**src/rtl/apb_coeff_bank.sv**
```systemverilog
// APB3 double-buffered coefficient bank.
// Software writes a shadow bank per channel and then commits it. The shadow bank
// is copied to the active bank in one edge when the datapath raises SWAP_EN for
// that channel, so filter taps never change part-way through a sample.
module apb_coeff_bank #(
    parameter int ADDR_WIDTH  = 7,
    parameter int PDATA_WIDTH = 32,
    parameter int COEFF_WIDTH = 20,
    parameter int N_CH        = 4,
    parameter int N_COEFF     = 16,
    parameter int WAIT_STATES = 0
) (
    input  logic                                clk,
    input  logic                                rst_n,
    input  logic                                PSEL,
    input  logic                                PENABLE,
    input  logic                                PWRITE,
    input  logic [ADDR_WIDTH-1:0]               PADDR,
    input  logic [PDATA_WIDTH-1:0]              PWDATA,
    output logic                                PREADY,
    output logic [PDATA_WIDTH-1:0]              PRDATA,
    output logic                                PSLVERR,
    input  logic [N_CH-1:0]                     SWAP_EN,
    output logic [N_CH*N_COEFF*COEFF_WIDTH-1:0] COEFF_OUT,
    output logic [N_CH-1:0]                     COEFF_VLD,
    output logic [N_CH-1:0]                     PENDING
);
    localparam int N_TOT = N_CH * N_COEFF;
    localparam int WC_W  = (WAIT_STATES > 0) ? $clog2(WAIT_STATES + 1) : 1;

    localparam logic [ADDR_WIDTH-1:0] A_COMMIT = ADDR_WIDTH'((2 ** ADDR_WIDTH) - 4);
    localparam logic [ADDR_WIDTH-1:0] A_STATUS = ADDR_WIDTH'((2 ** ADDR_WIDTH) - 3);
    localparam logic [ADDR_WIDTH-1:0] A_PARAM  = ADDR_WIDTH'((2 ** ADDR_WIDTH) - 2);
    localparam logic [ADDR_WIDTH-1:0] A_NTOT   = ADDR_WIDTH'(N_TOT);

    logic signed [COEFF_WIDTH-1:0] shadow [N_TOT];
    logic signed [COEFF_WIDTH-1:0] active [N_TOT];
    logic signed [COEFF_WIDTH-1:0] rd_coef;

    logic [N_CH-1:0] pending;
    logic [N_CH-1:0] pending_nxt;
    logic [N_CH-1:0] coeff_vld;
    logic [N_CH-1:0] swap;
    logic [WC_W-1:0] wc;

    logic access;
    logic is_coef;
    logic is_commit;
    logic is_status;
    logic is_param;
    logic hit_pending;
    logic err;
    logic wr_ok;
    logic rd_ok;
    logic unused_bits;

    // Only the low COEFF_WIDTH / 2*N_CH write-data bits carry meaning.
    assign unused_bits = ^PWDATA;

    assign access  = PSEL & PENABLE;
    assign PREADY  = access & (wc == WC_W'(WAIT_STATES));
    assign PSLVERR = PREADY & err;
    assign wr_ok   = PREADY & PWRITE & ~err;
    assign rd_ok   = PREADY & ~PWRITE & ~err;
    assign swap    = pending & SWAP_EN;

    assign is_coef   = (PADDR < A_NTOT);
    assign is_commit = (PADDR == A_COMMIT);
    assign is_status = (PADDR == A_STATUS);
    assign is_param  = (PADDR == A_PARAM);

    // Address decode: pick the addressed shadow word and its channel's pending bit.
    always_comb begin
        rd_coef     = '0;
        hit_pending = 1'b0;
        for (int c = 0; c < N_CH; c++) begin
            for (int i = 0; i < N_COEFF; i++) begin
                if (PADDR == ADDR_WIDTH'(c * N_COEFF + i)) begin
                    rd_coef     = shadow[c * N_COEFF + i];
                    hit_pending = pending[c];
                end
            end
        end
    end

    // Error rules: unmapped/reserved, wrong direction, or writing a queued channel.
    always_comb begin
        if (PWRITE) begin
            err = is_coef ? hit_pending : ~is_commit;
        end else begin
            err = ~(is_coef | is_status | is_param);
        end
    end

    // Read data is only driven on an error-free read completion.
    always_comb begin
        PRDATA = '0;
        if (rd_ok) begin
            if (is_coef) begin
                PRDATA = PDATA_WIDTH'(rd_coef);
            end else if (is_status) begin
                PRDATA = PDATA_WIDTH'(pending);
            end else begin
                PRDATA = PDATA_WIDTH'({8'(N_CH), 16'(N_COEFF)});
            end
        end
    end

    // Swap retires a pending bit; a commit on the same edge re-queues it, abort wins over set.
    always_comb begin
        pending_nxt = pending & ~swap;
        if (wr_ok && is_commit) begin
            pending_nxt = (pending_nxt | PWDATA[N_CH-1:0]) & ~PWDATA[2*N_CH-1:N_CH];
        end
    end

    // Wait-state counter: counts stalled access cycles, restarts every transfer.
    always_ff @(posedge clk or negedge rst_n) begin
        if (!rst_n) begin
            wc <= '0;
        end else if (access && !PREADY) begin
            wc <= wc + WC_W'(1);
        end else begin
            wc <= '0;
        end
    end

    // Shadow bank: written by software on error-free write completions.
    always_ff @(posedge clk or negedge rst_n) begin
        if (!rst_n) begin
            for (int k = 0; k < N_TOT; k++) shadow[k] <= '0;
        end else if (wr_ok && is_coef) begin
            for (int k = 0; k < N_TOT; k++) begin
                if (PADDR == ADDR_WIDTH'(k)) shadow[k] <= PWDATA[COEFF_WIDTH-1:0];
            end
        end
    end

    // Active bank: whole-channel copy from shadow on a swap, flagged for one cycle.
    always_ff @(posedge clk or negedge rst_n) begin
        if (!rst_n) begin
            for (int k = 0; k < N_TOT; k++) active[k] <= '0;
            coeff_vld <= '0;
        end else begin
            for (int c = 0; c < N_CH; c++) begin
                if (swap[c]) begin
                    for (int i = 0; i < N_COEFF; i++) begin
                        active[c * N_COEFF + i] <= shadow[c * N_COEFF + i];
                    end
                end
            end
            coeff_vld <= swap;
        end
    end

    // Commit-pending mask.
    always_ff @(posedge clk or negedge rst_n) begin
        if (!rst_n) begin
            pending <= '0;
        end else begin
            pending <= pending_nxt;
        end
    end

    for (genvar k = 0; k < N_TOT; k++) begin : g_out
        assign COEFF_OUT[k*COEFF_WIDTH +: COEFF_WIDTH] = active[k];
    end

    assign COEFF_VLD = coeff_vld;
    assign PENDING   = pending;

endmodule

```
**config.mk**
```make
export PLATFORM = sky130hd
export DESIGN_NAME = apb_coeff_bank
export DESIGN_NICKNAME = d
export VERILOG_FILES = /design/src/rtl/apb_coeff_bank.sv
export SDC_FILE = /design/constraint.sdc
export NUM_CORES = 2
export LEC_CHECK = 0
export CORE_AREA = 2 2 540 542
export CTS_CLUSTER_SIZE = 14
export DETAILED_ROUTE_END_ITERATION = 10
export DIE_AREA = 0 0 542 544
export HOLD_SLACK_MARGIN = 0.02
export RECOVER_POWER = 25
export SYNTH_ARGS = -nofsm -noshare
export SYNTH_HDL_FRONTEND = slang
export SYNTH_SLANG_ARGS = --single-unit
```
**constraint.sdc**
```tcl
create_clock -name clk -period 6.95 [get_ports clk]
set_input_delay 1.39 -clock clk [delete_from_list [all_inputs] [get_ports clk]]
set_output_delay 1.39 -clock clk [all_outputs]
set_load 0.005 [all_outputs]
```
Word-level counts from Yosys, hierarchy flattened
Cells that the tools add are included.

storage, ports and cells
  bits in registers = 2569
  input bits = 48
  word-level logic and storage cells = 423

cells by class
  add/subtract/negate cells = 1
  order comparisons = 1
  equal/unequal tests = 66
  mux-type cells = 135
  bitwise logic cells = 20
  reductions and logical operators = 69

operator list
  operator               number
  $mux W20               64
  $eq A7 B6 Y1 const B   32
  $reduce_and A2 Y1      64
  $eq A7 B5 Y1 const B   16
  $mux W1                67
  $mux W32               2
  $eq A7 B4 Y1 const B   8
  $eq A7 B3 Y1 const B   4
  $eq A7 B7 Y1 const B   3
  $mux W19               1
  $eq A7 B2 Y1 const B   2
  $and A4 B4 Y4          3
  $not A4 Y4             2
  $and A1 B1 Y1          7
  $eq A7 B1 Y1 const B   1
  $logic_not A7 Y1       1
  $lt A7 B7 Y1 const B   1
  $not A1 Y1             5
  $mux W4                1
  $or A4 B4 Y4           1
  $logic_and A1 B1 Y1    3
  $or A1 B1 Y1           2
  $add A1 B1 Y1 const B  1
  $logic_not A1 Y1       1

Depth between registers and ports, before layout
  word-level depth = 71
  mapped depth = 15
  depth with buffers taken out = 9

Worst setup path before layout
No wires, ideal clock.

  path type = input to output
  start = input port PADDR[0]
  end = output port PRDATA[20]
  arrival = 3.589 ns
  setup slack = 1.971 ns
  cell stages on the path = 11
  path through = buf_4 buf_6 or4b_4 nor2_1 clkbuf_1 a221oi_1 o21ai_0 o2111ai_1 a21oi_1 a22o_1 buf_4

on the way
  cells in the longest elaborated chain, start to end = 70
  elaborated cells on any way between the ends = 206

ends and longest elaborated chain
  item                   line  text
  start: declaration     18    input logic [ADDR_WIDTH-1:0] PADDR,
  $logic_not A7 Y1       78    if (PADDR == ADDR_WIDTH'(c * N_COEFF + i)) begin
  $mux W1 (64 in a row)  78
  $mux W1                89    err = is_coef ? hit_pending : ~is_commit;
  $mux W1                88    if (PWRITE) begin
  $not A1 Y1             64    assign rd_ok = PREADY & ~PWRITE & ~err;
  $and A1 B1 Y1          64
  $mux W32 (*)           98    if (rd_ok) begin
  end: declaration       21    output logic [PDATA_WIDTH-1:0] PRDATA,

Every way passes the cells marked *; elsewhere a longest branch is shown, timed or not.

Worst setup path in the final report
  start = input port PADDR[1]
  end = output port PRDATA[17]

The elaborated chain is that of the path after synthesis.

==> impl_metrics.env <==
export IMPL_layout_setup_ws_ps=-79.8
export IMPL_yosysWarnings=0
export IMPL_io_buffers=1357
export IMPL_root_buffer="clkbuf_16"
export IMPL_grt_pass1_vias=81500
export IMPL_wl_per_cell_um=41.5
export IMPL_grt_antenna_before_repair=75
export IMPL_die_x_um=542
export IMPL_worstReg2RegEnd="shadow[31]$_DFFE_PN0P_"
export IMPL_powerDensity_nw_per_um2=229
export IMPL_hold_path_depth=2
export IMPL_clockBufferDepth=4
export IMPL_min_delay_path_class="reg -> reg"
export IMPL_avgSynthCellArea_sq_um=13.8
export IMPL_h_tree_depth=5
export IMPL_design_area_sq_um=140000
export IMPL_critPathCaptureType="output pin"
export IMPL_clock_fmax_mhz=142
export IMPL_dp_cells=13000
export IMPL_slew_violations=1570
export IMPL_ys_async_sr_fraction_pct=100
export IMPL_cts_clk_slew_worst_paths_ps=60
export IMPL_startpoint_type="input pin"
export IMPL_grt_max_degree=165
export IMPL_synth_area_sq_um=108000
export IMPL_syn_to_final_growth_pct=28.9
export IMPL_cp_required_ps=5560
export IMPL_worst_slew_margin_rel_pct=-190
export IMPL_synth_seq_area_share_pct=59.3
export IMPL_ir_drop_uv=168
export IMPL_rrSetupSlack_ps=2950
export IMPL_final_core_util_pct=48.3
export IMPL_post_route_min_period_ps=7030
export IMPL_clock_sinks=2569
export IMPL_cp_arrival_ps=5640
export IMPL_synth_cell_type_count=92
export IMPL_ios=1370
export IMPL_period_share_pct=101
export IMPL_grtUsageTotal_pct=37.2
export IMPL_wirelength_um=562000
export IMPL_finalSetupViolations=2
export IMPL_outcome="complete, but fails checks"
export IMPL_ys_flop_type="dfrtp_1"
export IMPL_core_area_sq_um=289000
export IMPL_synth_edf_count=0
export IMPL_finalPower_mw=32.1
export IMPL_final_setup_tns_ps=-122
export IMPL_synth_nets=7880
export IMPL_min_delay_start="COEFF_OUT[906]$_DFFE_PN0P_"
export IMPL_drtIter0Drc=10300
export IMPL_cts_buffers=282
export IMPL_final_cells=13500
export IMPL_vias=83500
export IMPL_fin_nets=9556
export IMPL_crit_fanout=31
export IMPL_post_dp_hpwl_um=421000
export IMPL_skew_ps=40.2
export IMPL_drive_gt1_share_pct=39.7
export IMPL_insertion_delay_ps=940
export IMPL_dr_pass1_iters=6
export IMPL_overflow=0
export IMPL_crit_type="in -> out"
export IMPL_die_h_um=544
export IMPL_hold_viol_final=0
export IMPL_yosys_register_bits=2569
export IMPL_hold_path_end="COEFF_OUT[906]$_DFFE_PN0P_"
export IMPL_synthCells=7832
export IMPL_cts_tree="built"
export IMPL_start_util_pct=37.5
export IMPL_gp_congestion=0.973
export IMPL_grt_pass1_wl_um=744000
export IMPL_antenna_left=0
export IMPL_p_leak_nw=68.0
export IMPL_via_per_inst=6.16
export IMPL_violations="max-capacitance violations, max-slew violations, negative setup slack"
export IMPL_r2r_start="PENDING[2]$_DFF_PN0_"
export IMPL_post_route_drc_count=0
export IMPL_rsz0062_at_grt="false"
export IMPL_worstRegToRegCells=6
export IMPL_maxCapViolCount=19
export IMPL_dieArea_sq_um=295000
export IMPL_place_area_sq_um=130000
export IMPL_rows=198
export IMPL_worstMarginPinSlew_ps=4350
-- worst max path at each step --
stage	from	cells past startpoint	to	slack (ps)
2_1_floorplan	PADDR[0]	11	PRDATA[20]	1970
3_3_place_gp	PADDR[2]	17	PRDATA[5]	-1060
3_5_place_dp	PADDR[2]	17	PRDATA[5]	-1030
4_1_cts	PADDR[4]	16	PRDATA[2]	1
5_1_grt	PADDR[4]	15	PRDATA[10]	7
6_report	PADDR[1]	14	PRDATA[17]	-80
-- critical path: stages --
cell             delay [ps]
buf_8                   230
buf_12                  270
buf_4                   520
buf_4                   320
a21oi_1                 160
a211oi_1                400
nor2_1                  120
o221ai_2                560
a41oi_2                 180
buf_6                   220
o21ai_1                 140
o21ai_0                 210
buf_4                   230
clkdlybuf4s50_1         440
-- cell families after synthesis --
kind of cell / Yosys count / share of synthesized area, %
mux: 2652 / 27.6
flops: 2569 / 59.3
compound gates: 1157 / 7.04
simple gates: 775 / 3.34
buf+inv: 678 / 2.75
other cells: 1 / 0.00346
-- state kept, by name, summed over array words and instances, names as in the netlist --
| signal | count |
|---|---|
| shadow | 1280 |
| COEFF_OUT | 1280 |
| PENDING | 4 |
| COEFF_VLD | 4 |
| wc | 1 |
-- cells in the mapped netlist (12+ instances only) --
| cell type | instances | area, sq um |
|---|---|---|
| mux2_2 | 2576 | 29000 |
| dfrtp_1 | 2569 | 64300 |
| clkbuf_1 | 386 | 1450 |
| nand2_1 | 297 | 1110 |
| o21ai_0 | 286 | 1430 |
| a21oi_1 | 246 | 1230 |
| nor2_1 | 243 | 912 |
| buf_2 | 192 | 961 |
| a22oi_1 | 95 | 713 |
| o22ai_1 | 82 | 513 |
| a221oi_1 | 79 | 692 |
| mux2i_1 | 63 | 631 |
| a211oi_1 | 49 | 368 |
| nor3_1 | 45 | 225 |
| o221ai_1 | 44 | 385 |
| nand3_1 | 42 | 210 |
| buf_1 | 41 | 154 |
| o211ai_1 | 41 | 308 |
| a31oi_1 | 35 | 219 |
| buf_4 | 34 | 255 |
| a22o_1 | 27 | 236 |
| a221o_1 | 21 | 210 |
| o2111ai_1 | 20 | 175 |
| nor2b_1 | 18 | 113 |
| a222oi_1 | 17 | 170 |
| nand4_1 | 17 | 106 |
| nor4_1 | 17 | 106 |
| inv_1 | 14 | 52.6 |
| mux4_2 | 13 | 293 |
| or3_1 | 12 | 75.1 |
-- where the power goes --
| part | switching [mW] | internal [mW] |
|---|---|---|
| Sequential | 0.0909 | 15.0 |
| Combinational | 1.29 | 0.361 |
| Clock | 6.56 | 8.74 |
| Total | 7.94 | 24.1 |
-- stage by stage --
| step | hold WS (ps) | worst slack, ps |
|---|---|---|
| detailed placement | 471 | -1030 |
| global route | 510 | 6.89 |
| global placement | 473 | -1060 |
| floorplan | 473 | 1970 |
| CTS | 467 | 1.35 |
| finish | 482 | -79.8 |
-- what timing repair did --
item,in CTS,in global routing
setup buffers,7,3
endpoints found under the setup margin,13,13
cloned,0,0
pin swaps,5,8
hold buffers,0,0
gates resized for setup,35,32
-- cells in the final DEF, fill, tap and decap left out, types with 31 or more instances in the layout --
cell type,count
a221oi_1,76
nand3_1,40
nor3_1,41
clkinv_2,41
o22ai_1,81
clkbuf_16,284
buf_12,76
a22oi_1,95
clkbuf_8,62
nor2_1,230
o21ai_0,276
o211ai_1,41
a21oi_1,238
buf_4,619
nand2_1,292
o221ai_1,43
clkdlybuf4s50_1,1323
dfrtp_1,2569
a31oi_1,31
a211oi_1,42
mux2i_1,63
mux2_2,2576
clkbuf_1,82
-- layout make-up --
class | instances | area [sq um]
fillers | 25500 | 150000
flip-flops and latches | 2569 | 64300
multi-input cells | 4585 | 41800
repair buffers | 2054 | 19600
clock buffers | 416 | 8220
well taps | 3800 | 4750
clock inverters | 81 | 1010
diodes | 27 | 67.6
inverters | 16 | 63.8
-- metal layers --
| metal | part of all wire [%] | global-route usage, % | vias up |
|---|---|---|---|
| li1 | - | - | 32000 |
| met1 | 38 | 47.9 | 44100 |
| met4 | 7.0 | 21.4 | 42 |
| met3 | 11 | 12.1 | 1400 |
| met5 | 0.085 | 0.503 | - |
| met2 | 43 | 55.0 | 5924 |
(Power assumes the default switching activity.)
